--- config.mk ---
export PLATFORM = sky130hd
export DESIGN_NAME = warp_rr_scheduler
export DESIGN_NICKNAME = d
export VERILOG_FILES = /design/src/rtl/warp_rr_scheduler.sv
export SDC_FILE = /design/constraint.sdc
export NUM_CORES = 1
export LEC_CHECK = 0
export ABC_AREA = 1
export CAP_MARGIN = 10
export CORE_MARGIN = 2
export CORE_UTILIZATION = 55
export DETAILED_ROUTE_END_ITERATION = 7
export GPL_TIMING_DRIVEN = 0
export PLACE_DENSITY = 0.8
export SLEW_MARGIN = 20
export SYNTH_ARGS = -nofsm -noshare
export SYNTH_HDL_FRONTEND = slang
export SYNTH_SLANG_ARGS = --single-unit
--- constraint.sdc ---
create_clock -name clk -period 3.18 [get_ports clk]
set_clock_uncertainty 0.1 [all_clocks]
set_input_delay 0.477 -clock clk [delete_from_list [all_inputs] [get_ports clk]]
set_output_delay 0.477 -clock clk [all_outputs]
set_load 0.1 [all_outputs]
--- src/rtl/warp_rr_scheduler.sv ---
// Round-robin warp issue scheduler with per-warp pending-op budgets and a registered valid/ready issue port.
// Define WARP_SCHED_BARRIER_EN to build CTA-wide barrier holding.
module warp_rr_scheduler #(
    parameter int NUM_WARP     = 8,
    parameter int NUM_WARP_LOG = 3,
    parameter int PEND_W       = 3
) (
    input  logic                    clk,
    input  logic                    reset,
    input  logic                    stall_i,
    input  logic [NUM_WARP-1:0]     run_mask_i,
    input  logic                    issue_ready_i,
    input  logic                    issue_long_i,
    input  logic                    bar_i,
    input  logic                    wb_valid_i,
    input  logic [NUM_WARP_LOG-1:0] wb_warp_i,
    output logic                    issue_valid_o,
    output logic [NUM_WARP_LOG-1:0] issue_warp_o,
    output logic                    idle_o,
    output logic                    err_o
);

    localparam logic [PEND_W-1:0] PEND_MAX = '1;

    logic                    issue_valid_q, issue_valid_d;
    logic [NUM_WARP_LOG-1:0] issue_warp_q, issue_warp_d;
    logic [NUM_WARP_LOG-1:0] rr_ptr_q, rr_ptr_d;
    logic                    err_q, err_d;
    logic [PEND_W-1:0]       pend_q [NUM_WARP];
    logic [PEND_W-1:0]       pend_d [NUM_WARP];
    logic [NUM_WARP-1:0]     bar_wait_d;

    logic                    accept;
    logic                    sel_en;
    logic [NUM_WARP_LOG-1:0] rr_base;
    logic [NUM_WARP-1:0]     inc_vec, dec_vec;
    logic [NUM_WARP-1:0]     eligible, busy;
    logic                    found;
    logic [NUM_WARP_LOG-1:0] winner;
    logic [NUM_WARP_LOG-1:0] idx;

    assign accept  = issue_valid_q & issue_ready_i & ~stall_i;
    assign sel_en  = ~stall_i & (~issue_valid_q | accept);
    // On accept the scan already starts after the warp being retired, not the stale pointer.
    assign rr_base = accept ? issue_warp_q : rr_ptr_q;

    always_comb begin
        // NOTE: every variable gets a default first so no path can infer a latch.
        inc_vec = '0;
        dec_vec = '0;
        for (int w = 0; w < NUM_WARP; w++) begin
            inc_vec[w] = accept & issue_long_i & (issue_warp_q == NUM_WARP_LOG'(w));
            dec_vec[w] = ~stall_i & wb_valid_i & (wb_warp_i == NUM_WARP_LOG'(w));
        end
    end

    always_comb begin
        err_d = err_q;
        for (int w = 0; w < NUM_WARP; w++) begin
            pend_d[w] = pend_q[w];
            if (inc_vec[w] && !dec_vec[w]) begin
                if (pend_q[w] == PEND_MAX) err_d = 1'b1;
                else                       pend_d[w] = pend_q[w] + 1'b1;
            end else if (dec_vec[w] && !inc_vec[w]) begin
                if (pend_q[w] == '0) err_d = 1'b1;
                else                 pend_d[w] = pend_q[w] - 1'b1;
            end
        end
    end

`ifdef WARP_SCHED_BARRIER_EN
    logic [NUM_WARP-1:0] bar_wait_q;
    logic                bar_release;

    assign bar_release = (&(bar_wait_q | ~run_mask_i)) & (|bar_wait_q);

    always_comb begin
        bar_wait_d = bar_wait_q;
        if (!stall_i) begin
            bar_wait_d = bar_release ? '0 : (bar_wait_q & run_mask_i);
            if (accept && bar_i) bar_wait_d[issue_warp_q] = 1'b1;
        end
    end

    always_ff @(posedge clk) begin
        if (reset) bar_wait_q <= '0;
        else       bar_wait_q <= bar_wait_d;
    end
`else
    logic unused_bar;
    assign unused_bar = bar_i;
    assign bar_wait_d = '0;
`endif

    // Next-cycle pending and barrier state gate eligibility so a warp never issues past its budget.
    always_comb begin
        eligible = '0;
        busy     = '0;
        for (int w = 0; w < NUM_WARP; w++) begin
            eligible[w] = run_mask_i[w] & (pend_d[w] != PEND_MAX) & ~bar_wait_d[w];
            busy[w]     = run_mask_i[w] & (pend_q[w] != '0);
        end
    end

    always_comb begin
        found  = 1'b0;
        winner = '0;
        idx    = '0;
        for (int i = 1; i <= NUM_WARP; i++) begin
            idx = rr_base + NUM_WARP_LOG'(i);
            if (!found && eligible[idx]) begin
                found  = 1'b1;
                winner = idx;
            end
        end
    end

    always_comb begin
        issue_valid_d = issue_valid_q;
        issue_warp_d  = issue_warp_q;
        rr_ptr_d      = rr_ptr_q;
        if (accept) rr_ptr_d = issue_warp_q;
        if (sel_en) begin
            issue_valid_d = found;
            if (found) issue_warp_d = winner;
        end
    end

    // NOTE: sequential state uses non-blocking assignments so all registers update together.
    always_ff @(posedge clk) begin
        if (reset) begin
            issue_valid_q <= 1'b0;
            issue_warp_q  <= '0;
            rr_ptr_q      <= NUM_WARP_LOG'(NUM_WARP - 1);
            err_q         <= 1'b0;
            // NOTE: the counter array is reset because a stale budget would block a warp forever.
            for (int w = 0; w < NUM_WARP; w++) pend_q[w] <= '0;
        end else begin
            issue_valid_q <= issue_valid_d;
            issue_warp_q  <= issue_warp_d;
            rr_ptr_q      <= rr_ptr_d;
            err_q         <= err_d;
            for (int w = 0; w < NUM_WARP; w++) pend_q[w] <= pend_d[w];
        end
    end

    assign issue_valid_o = issue_valid_q;
    assign issue_warp_o  = issue_warp_q;
    assign err_o         = err_q;
    assign idle_o        = ~issue_valid_q & ~(|busy);

endmodule

==> impl_results.md, run 1 <==
- Status: finished, final reports clean
- GRT Overall Usage: between 20% and 30%
- DR pass1 iterations: 5
- Pre-CTS WS: -0.947 ns
- Syn avg cell area: around 6 um^2
- Synth Flop Type: dfxtp_1
- Die height: 83.0 um
- Fin worst setup slack: 0.124 ns
- Fin Setup TNS: 0 ns
- Vias per inst: 5.85
- Clock Path Buffers: 2
- Dominant cells by area after synthesis: dfxtp_1 19%, nand2_1 17%, nand3_1 14%
- Static leakage: 2.13 nW
- Pin count of the biggest net entering global routing: 11
- Critical Path End Type: flip-flop
- Critical Path Source Type: flip-flop
- Compound-Gate Fraction of Synth Area: around 9.0%
- Final hold vios: 0
- Worst hold path type: flip-flop to flip-flop
- Mux contribution to synthesized area: 0%
- DR DRC count: 0
- Initial DRC count: 326
- Post-synthesis simple-gate area fraction: 50.0%
- Final Wtd Congestion: 0.915
- Critical Path RT: 3.24 ns
- Max-slew violation count: 0
- CP max-delay cell: dfxtp_4
- Number of CTS-inserted buffers: 5
- Skew-Pair Late Insertion Delay: 0.29 ns
- Most used cell, CP: nand2_1
- Xor and xnor area share after synthesis: 0.510%
- Fin crit share: between 90% and 100%
- Clock slew at reported path FFs: about 0.080 ns
- Worst path cell trace: nand2_2 > nor2_4 > nand2_1 > nor2_2 > nand3_1 > nand3_1 > nand2_1 > nor2_1 > nand2_2 > nand3_1 > nand3_2 > nand2_1 > nand2_1 > nand2_2 > nand4_2 > nor2_4 > nand3_2 > nand2_4 > nor2_1 > nand2_1 > a21oi_1
- Main combinational cell family by area after synthesis: simple AND/OR/NAND/NOR gates
- Synth Area in Adders: 12.4%
- Post-synth cell types: 33
- Share of cells above drive strength 1: 24.8%
- # setup viols final: 0
- Tmin final: just over 3 ns
- Critical path peak fanout: 7
- Final core utilization: approximately three quarters
- Max Fclk: 327 MHz
- Synth cell count leaders: 154 x nand2_1, 97 x nand3_1, 81 x nor2_1
- H-tree level count: 2
- Worst slew pin tran: roughly 0.98 ns
- Vias in the first global route: between 3,000 and 4,000
- Initial Utilization: 57.4%
- First-pass GRT wire length: 16,300 um
- VDD IR max: between 0.15 and 0.2 mV
- # rows: 28
- Post-synth top area cell: dfxtp_1
- Top Family by Delay on Critical Path: simple AND/OR/NAND/NOR gates
- Core area: 5990 um^2
- Overflow after GRT: 0
- Initial antenna violation count: 0
- Die Span X: 83.0 um
- Sinks on Clock Net: 32
- Ys async rst share: 0%
- Worst slew margin: 34.5%
- Via count: 4,172
- Most common cell in the netlist: nand2_1
- Post-Layout Cell Count: 713
- Fillers: 444
- Worst Path Buf+Inv: 0
- Final #Nets: just under 700
- Post-DR wirelength/cell: 15.5 um
- I/O Pins: 24
- Synth-to-layout area growth: 29.7%
- Share of the synthesized area in the top cell type: 18.6%
- Slowest stage delay, CP: 0.39 ns
- # Max-Cap Violations: 0
- Post-synth EDFFs: 0
- Sequential area share after synthesis: 18.6%
- Cells after synthesis: roughly 590
- Syn nets: 638
- Placed cells: 682
- Die area: 6890 um^2
- HPWL after detailed placement: 7550 um
- I/O Buffers: 21
- Post-Syn Area: 3440 um^2
- Post-synthesis register bit count: 32
- Warnings, synthesis: 0
- Antenna cells: 0
- Critical path class: flip-flop to flip-flop
- Clk root buf: clkbuf_8
- TritonCTS clock tree: built
- Crit path DAT: 3.11 ns
- Hold_ws: 0.439 ns
- Pwr Density: 309 nW/um^2
- Routed Antenna Nets: 0
- Final WL: 11,000 um
[logic make-up (layout without fill, tap and decap cells)]
logic type,after synthesis,count (layout)
AOI/OAI and AO/OA,52,52
xor gates and xnor gates,2,2
adders and majority gates,34,34
buffers and inverters,87,139
DFF,32,32
and+or+nand+nor,379,379
[worst paths after layout]
kind / startpoint / endpoint / slack (ns) / cells past startpoint
setup reg to reg: issue_valid_o / issue_warp_o[2] / 0.12 / 21
hold reg to reg: pend_q[1][3] / pend_q[1][3] / 0.44 / 3
hold / removal: pend_q[1][3] / pend_q[1][3] / 0.44 / 3
setup / recovery: issue_valid_o / issue_warp_o[2] / 0.12 / 21
[sequential cells by signal, indices dropped and copies added (netlist names)]
signal / flops
issue_valid_o: 1
issue_warp_o: 3
err_o: 1
pend_q: 24
rr_ptr_q: 3
[through the flow]
stage / cell area (um^2) / total power, mW
floorplan: 3450 / 0.761
global placement: 3750 / 0.869
detailed placement: 3750 / 0.873
CTS: 4050 / 1.27
global route: 4460 / 1.44
finish: 4460 / 1.38
[tightest hold or removal path, cell delays in order (launching register included)]
cell	delay, ns
dfxtp_2	0.34
nand2_1	0.05
nand2_1	0.07
nor2_1	0.04
[timing repair]
action | 4_1_cts | 5_1_grt
endpoints found under the setup margin | 5 | 4
hold buffers | 0 | 0
cloned | 0 | 0
buffers inserted | 4 | 19
pin swaps | 5 | 14
resized for setup | 51 | 88
[layer usage]
metal	vias to the layer above	share of wire [%]	track usage [%]	wire, um
li1	2007	-	-	-
met1	1918	42	37.5	4630
met2	201	47	46.3	5220
met3	46	7.0	4.57	773
met4	0	3.8	8.94	419
met5	-	0	0	0
[where the power goes]
group	leakage [nW]	internal, mW	total (mW)	switching [mW]
Combinational	1.81	0.183	0.561	0.378
Clock	0.0534	0.201	0.376	0.175
Sequential	0.265	0.414	0.438	0.0249
[layout by cell type (no fill, tap or decap), types with 3 or more instances in the layout]
cell type / count
a21oi_1: 17
a221oi_1: 4
buf_4: 22
clkbuf_1: 4
clkbuf_2: 3
clkbuf_8: 6
clkdlybuf4s50_1: 13
dfxtp_1: 22
dfxtp_2: 7
dfxtp_4: 3
ha_1: 33
inv_1: 65
inv_2: 14
nand2_1: 139
nand2_2: 16
nand3_1: 75
nand3_2: 23
nand3_4: 6
nand4_1: 8
nor2_1: 66
nor2_2: 6
nor2_4: 23
o21a_1: 3
o21ai_0: 12
o22ai_1: 3
or2_2: 8
[cell type report]
class / instances / area (um^2) / area share [%]
multi-input cells: 467 / 2870 / 64.3
flip-flops and latches: 32 / 661 / 14.8
repair buffers: 44 / 384 / 8.62
inverters: 83 / 323 / 7.24
clock buffers: 7 / 97.6 / 2.19
well taps: 75 / 93.8 / 2.11
plain buffers: 4 / 25.0 / 0.561
clock inverters: 1 / 5.00 / 0.112
Power figures use the tool's default switching activity.
==> inputs of run 2 (changes only) <==
Settings changed: PLACE_DENSITY 0.8 to 0.78, SKIP_LAST_GASP from default to 1.
==> run 2 against run 1 <==
  * Combinational power is 3.9% higher
  * Utilization is 2.8 points higher
  * Fmax is 0.28% higher
  * Global-route usage hardly changed
  * Sequential power hardly changed
  * Final area is 3.8% higher
  * Setup slack better by 0.0085 ns
  * Critical path depth is 3 lower
  * Sequential cell count stayed put
  * Total power hardly changed
  * Critical endpoint unchanged
==> impl_results.md, run 2 (synthesis gave the netlist of run 1 again) <==
- Status: finished, final reports clean (unchanged)
- Initial DRC count: 371 (was 326)
- Critical Path RT: 3.22 ns (was 3.24 ns)
- Most frequent cells in the layout: 137 x nand2_1, 65 x inv_1, 63 x nand3_1, 59 x nor2_1, 35 x nand3_2 (was 139 x nand2_1, 75 x nand3_1, 66 x nor2_1, 65 x inv_1, 33 x ha_1)
- # rows: 28 (unchanged)
- Final WL: 11,400 um (was 11,000 um)
- Critical Path End Type: flip-flop (unchanged)
- Antenna cells: 0 (unchanged)
- Number of CTS-inserted buffers: 5 (unchanged)
- Reg2reg setup slack: 0.13 ns (was 0.12 ns)
- Via count: 4,268 (was 4,172)
- CP endpoint: issue_warp_o[2] (unchanged)
- Fillers: 423 (was 444)
- First-pass GRT wire length: 16,300 um (about the same)
- Overflow after GRT: 0 (unchanged)
- Clk root buf: clkbuf_8 (unchanged)
- Worst hold path type: flip-flop to flip-flop (unchanged)
- Hold Buf Count CTS: 0 (unchanged)
- DR DRC count: 0 (unchanged)
- Vias per inst: 5.94 (was 5.85)
- H-tree level count: 2 (unchanged)
- FF-to-FF path depth: 18 (was 21)
- DR WL met3: 902 um (was 773 um)
- Pwr Density: 297 nW/um^2 (was 309 nW/um^2)
- Post-DR wirelength/cell: 15.9 um (was 15.5 um)
- Max-slew violation count: 0 (unchanged)
- Final core utilization: 77.2% (was 74.4%)
- # setup viols final: 0 (unchanged)
- Max FFs per register: 24 (unchanged)
- Area of the multi-input gates: 2980 um^2 (was 2870 um^2)
- GRT Overall Usage: 28.1% (about the same)
- Worst slew margin: 34.6% (was 34.5%)
- Vias in the first global route: 3,650 (was 3,570)
- Final instance area: 4620 um^2 (was 4460 um^2)
- VDD IR max: 0.206 mV (was 0.193 mV)
- I/O Pins: 24 (unchanged)
- Die area: 6890 um^2 (unchanged)
- Critical path peak fanout: 10 (was 7)
- DR pass1 iterations: 6 (was 5)
- Routed Antenna Nets: 0 (unchanged)
- Max Fclk: 328 MHz (was 327 MHz)
- Tmin final: 3.05 ns (was 3.06 ns)
- Largest Register: pend_q (unchanged)
- Reg2reg end: issue_warp_o[2] (unchanged)
- Final Wtd Congestion: 0.964 (was 0.915)
- Worst slew pin tran: 0.978 ns (was 0.980 ns)
- Crit path DAT: 3.09 ns (was 3.11 ns)
- DR WL met2: 5470 um (was 5220 um)
- I/O Buffers: 21 (unchanged)
- Clock slew at reported path FFs: 0.08 ns (about the same)
- FF-to-FF Start: issue_valid_o (unchanged)
- Final hold vios: 0 (unchanged)
- CP startpoint: issue_valid_o (unchanged)
- Share of cells above drive strength 1: 29.5% (was 24.8%)
- Skew-Pair Late Insertion Delay: 0.29 ns (about the same)
- Initial antenna violation count: 0 (unchanged)
- Critical Path Source Type: flip-flop (unchanged)
- TritonCTS clock tree: built (unchanged)
- Die height: 83.0 um (unchanged)
- Reg area: 668 um^2 (was 661 um^2)
- Commonest non-fill, non-tap cell in the layout: nand2_1 (unchanged)
- Post-place instance area: 3750 um^2 (unchanged)
- DR top layer: met4 (unchanged)
- Die Span X: 83.0 um (unchanged)
- Synth-to-layout area growth: 34.6% (was 29.7%)
- Final #Nets: 694 (was 689)
- # Max-Cap Violations: 0 (unchanged)
- Static leakage: 2.18 nW (was 2.13 nW)
- M1 WL: 4550 um (was 4630 um)
- Fin crit share: 95.8% (was 96.1%)
- HPWL after detailed placement: 7540 um (was 7550 um)
- Core area: 5990 um^2 (unchanged)
- Critical path class: flip-flop to flip-flop (unchanged)
- Initial Utilization: 57.4% (unchanged)
- Pin count of the biggest net entering global routing: 12 (was 11)
- Sinks on Clock Net: 32 (unchanged)
- Clock Path Buffers: 2 (unchanged)
run 2: power by group:
group          switching [mW]  internal (mW)  leakage, nW  total, mW
registers              0.0234          0.414        0.267      0.437
clock network           0.180          0.176       0.0434      0.355
logic                   0.393          0.191         1.87      0.583
total                   0.596          0.780         2.18       1.38
run 2: how the worst min path moves through the flow:
stage / from / to / slack, ns / cells past startpoint
floorplan: pend_q[0][0] / pend_q[0][0] / 0.41 / 3
global placement: pend_q[1][6] / pend_q[1][6] / 0.43 / 3
detailed placement: issue_valid_o / issue_valid_o / 0.43 / 2
CTS: pend_q[0][0] / pend_q[0][0] / 0.46 / 3
global route: pend_q[0][9] / pend_q[0][9] / 0.46 / 3
finish: pend_q[0][9] / pend_q[0][9] / 0.43 / 3
run 2: final cells by class:
cell class | instances | area share (%)
repair buffers | 49 | 9.17
plain buffers | 4 | 0.568
well taps | 75 | 2.03
clock buffers | 6 | 1.79
clock inverters | 2 | 0.325
multi-input cells | 467 | 64.5
inverters | 83 | 7.20
flip-flops and latches | 32 | 14.4
run 2: what timing repair did:
action | CTS | global route
gates resized for setup | 54 | 121
setup endpoints to repair | 5 | 4
pin swaps | 10 | 32
setup buffers | 6 | 22
run 2: critical path: stages (launching register included):
cell     delay, ns
dfxtp_4       0.41
nand2_4       0.07
nor2_4        0.31
or2_4         0.20
o21ai_2       0.10
buf_8         0.17
ha_4          0.28
inv_6         0.09
nand3_2       0.10
nand3_2       0.11
nand2_2       0.08
nor2_4        0.16
nand4_4       0.11
nor2_4        0.17
nand3_2       0.12
nand2_4       0.11
nor2_1        0.04
nand2_1       0.08
a21oi_1       0.06
run 2: routing by layer:
layer,up-vias,global-route usage [%]
met4,0,8.05
met3,64,4.08
met1,1954,35.9
met2,238,49.0
met5,-,0
li1,2012,-
run 2: through the flow:
stage	worst slack (ns)	total power, mW	setup TNS, ns	instances	hold WS [ns]
detailed placement	-0.988	0.874	-3.93	682	0.432
finish	0.133	1.38	0	718	0.430
CTS	-0.0103	1.25	-0.0103	696	0.460
global route	-0.107	1.43	-0.287	718	0.458
global placement	-0.938	0.869	-3.76	682	0.426
floorplan	0.0996	0.761	0	586	0.408
==> inputs of run 3 (changes only) <==
Settings changed: CORE_UTILIZATION 55 to 60, PLACE_DENSITY 0.78 to 0.81.
Clock period 3.18 ns to 3.3 ns, I/O delays scaled along.
==> run 3 against run 2 <==
  * Sequential power down 4%
  * Combinational power down 18%
  * Critical path type unchanged
  * Non-clock buffer count down 14
  * Utilization down 1.2 points
  * Routed wire length down 9.4%
  * Sequential cell count unchanged
  * Total power down 5.9%
  * Critical path depth up 3
  * Via count down 5.6%
  * Fmax down 3.7%
==> impl_results.md, run 3 (synthesis gave the netlist of run 1 again) <==
- Status: finished, final reports clean (unchanged)
- Critical Path End Type: flip-flop (unchanged)
- Critical path class: flip-flop to flip-flop (unchanged)
- Max FFs per register: 24 (unchanged)
- I/O Buffers: 21 (unchanged)
- # rows: 27 (was 28)
- GRT Overall Usage: 31.7% (was 28.1%)
- Worst Path Buf+Inv: 2 (unchanged)
- Vias in the first global route: 3,740 (was 3,650)
- Reg2reg end: issue_warp_o[2] (unchanged)
- Antenna cells: 0 (unchanged)
- Critical Path RT: 3.35 ns (was 3.22 ns)
- First-pass GRT wire length: 16,300 um (about the same)
- Clock Path Buffers: 2 (unchanged)
- Reg area: 648 um^2 (was 668 um^2)
- Most used cell, CP: nand2_1
- Commonest non-fill, non-tap cell in the layout: nand2_1 (unchanged)
- RSZ-0062 raised after global routing: yes
- I/O Pins: 24 (unchanged)
- CP endpoint: issue_warp_o[2] (unchanged)
- Largest Register: pend_q (unchanged)
- Clock slew at reported path FFs: 0.08 ns (about the same)
- CP startpoint: pend_q[1][7] (was issue_valid_o)
- Initial Utilization: 62.4% (was 57.4%)
- Pin count of the biggest net entering global routing: 12 (unchanged)
- Synth-to-layout area growth: 21.8% (was 34.6%)
- Hold_sp: pend_q[0][3] (was pend_q[0][9])
- Max Fclk: 316 MHz (was 328 MHz)
- Skew-Pair Late Insertion Delay: 0.29 ns (about the same)
- Routed Antenna Nets: 0 (unchanged)
- HPWL after detailed placement: 7490 um (was 7540 um)
- Number of CTS-inserted buffers: 5 (unchanged)
- Tmin final: 3.16 ns (was 3.05 ns)
- Pwr Density: 309 nW/um^2 (was 297 nW/um^2)
- Final WL: 10,300 um (was 11,400 um)
- Sinks on Clock Net: 32 (unchanged)
- # setup viols final: 0 (unchanged)
- Placed cells: 679 (was 682)
- Worst path depth: 21 (was 18)
- Worst slew pin tran: 0.963 ns (was 0.978 ns)
- Reg2reg setup slack: 0.14 ns (was 0.13 ns)
- Critical Path Source Type: flip-flop (unchanged)
- Pre-CTS WS: -0.862 ns (was -0.988 ns)
- Overflow after GRT: 0 (unchanged)
- FF-to-FF Start: pend_q[1][7] (was issue_valid_o)
- Vias per inst: 5.74 (was 5.94)
- Worst hold path type: flip-flop to flip-flop (unchanged)
- # Max-Cap Violations: 0 (unchanged)
- Post-Layout Cell Count: 701 (was 718)
- VDD IR max: 0.218 mV (was 0.206 mV)
- FF-to-FF path depth: 21 (was 18)
- Initial antenna violation count: 0 (unchanged)
- Worst path cell trace: inv_1 > ha_1 > ha_1 > inv_2 > o21ai_0 > nand2_1 > o21ai_1 > a21oi_1 > nand2_1 > nand3_1 > nand3_1 > nand3_1 > nand2_1 > nor2_4 > nand4_2 > nor2_4 > nand3_4 > nand2_4 > nor2_1 > nand2_1 > a21oi_1 (was nand2_4 > nor2_4 > or2_4 > o21ai_2 > buf_8 > ha_4 > inv_6 > nand3_2 > nand3_2 > nand2_2 > nor2_4 > nand4_4 > nor2_4 > nand3_2 > nand2_4 > nor2_1 > nand2_1 > a21oi_1)
- H-tree level count: 2 (unchanged)
- Fin crit share: 95.9% (was 95.8%)
- DR pass1 iterations: 6 (unchanged)
- Critical path peak fanout: 7 (was 10)
- Most frequent cells in the layout: 146 x nand2_1, 94 x nand3_1, 72 x inv_1, 66 x nor2_1, 34 x ha_1 (was 137 x nand2_1, 65 x inv_1, 63 x nand3_1, 59 x nor2_1, 35 x nand3_2)
- Max-slew violation count: 0 (unchanged)
- Area of the multi-input gates: 2680 um^2 (was 2980 um^2)
- TritonCTS clock tree: built (unchanged)
- Fillers: 450 (was 423)
- Static leakage: 2.08 nW (was 2.18 nW)
- Die height: 79.7 um (was 83.0 um)
- Core area: 5510 um^2 (was 5990 um^2)
- Share of cells above drive strength 1: 16.9% (was 29.5%)
- Via count: 4,027 (was 4,268)
- Final Wtd Congestion: 0.915 (was 0.964)
- Final hold vios: 0 (unchanged)
- DR DRC count: 0 (unchanged)
- Clk root buf: clkbuf_8 (unchanged)
- Final #Nets: 680 (was 694)
- Worst slew margin: 35.6% (was 34.6%)
- Top Family by Delay on Critical Path: simple AND/OR/NAND/NOR gates (unchanged)
- Crit path DAT: 3.21 ns (was 3.09 ns)
- Fin worst setup slack: 0.137 ns (was 0.133 ns)
- Hold Buf Count CTS: 0 (unchanged)
- Initial DRC count: 362 (was 371)
- Die area: 6350 um^2 (was 6890 um^2)
- Slowest stage delay, CP: 0.40 ns (was 0.41 ns)
- Die Span X: 79.7 um (was 83.0 um)
- CP max-delay cell: dfxtp_1 (was dfxtp_4)
- Post-DR wirelength/cell: 14.7 um (was 15.9 um)
[run 3: worst reg2reg max path, delay by kind of cell (launching register included)]
| family | cells | cell delay, ns |
|---|---|---|
| adders and majority gates | 2 | 0.43 |
| buffers and inverters | 2 | 0.20 |
| and+or+nand+nor | 13 | 1.50 |
| AOI/OAI and AO/OA | 4 | 0.40 |
| DFF | 1 | 0.40 |
[run 3: worst min path at each step]
stage,end,depth (start not counted),slack [ns]
6_report,pend_q[0][3],3,0.46
4_1_cts,issue_warp_o[2],2,0.45
5_1_grt,pend_q[1][9],3,0.49
3_3_place_gp,pend_q[0][0],3,0.42
3_5_place_dp,issue_warp_o[2],2,0.43
2_1_floorplan,pend_q[0][0],3,0.41
[run 3: final cells by class]
type | instances | area share, %
Inverter | 83 | 7.62
Sequential cell | 32 | 15.5
Timing Repair Buffer | 35 | 7.38
Tap cell | 72 | 2.15
Clock inverter | 3 | 1.02
Buffer | 4 | 0.598
Multi-Input combinational cell | 467 | 64.1
Clock buffer | 5 | 1.64
[run 3: timing repair]
| item | 4_1_cts | 5_1_grt |
|---|---|---|
| setup buffers | 4 | 10 |
| resized for setup | 33 | 44 |
| endpoints found under the setup margin | 5 | 5 |
| pin swaps | 4 | 9 |
[run 3: layer usage]
metal | routed length [um] | global-route usage, % | vias up
li1 | - | - | 1981
met1 | 4430 | 41.6 | 1857
met2 | 5000 | 55.0 | 159
met3 | 631 | 3.85 | 30
met4 | 260 | 7.59 | 0
met5 | 0 | 0 | -
[run 3: metrics by stage]
step	cell area (um^2)	hold slack, ns	util (%)	power (mW)	setup TNS [ns]
2_1_floorplan	3450	0.408	-	0.734	0
3_3_place_gp	3750	0.423	68.0	0.835	-3.26
3_5_place_dp	3750	0.431	68.0	0.840	-3.41
4_1_cts	3980	0.448	72.3	1.25	-0.000344
5_1_grt	4190	0.494	76.0	1.36	-0.386
6_report	4190	0.457	76.0	1.30	0
[run 3: power breakdown]
| part | internal (mW) | total (mW) | switching [mW] |
|---|---|---|---|
| Sequential | 0.398 | 0.419 | 0.0204 |
| Combinational | 0.148 | 0.480 | 0.332 |
| Clock | 0.224 | 0.397 | 0.173 |
| Total | 0.770 | 1.30 | 0.525 |
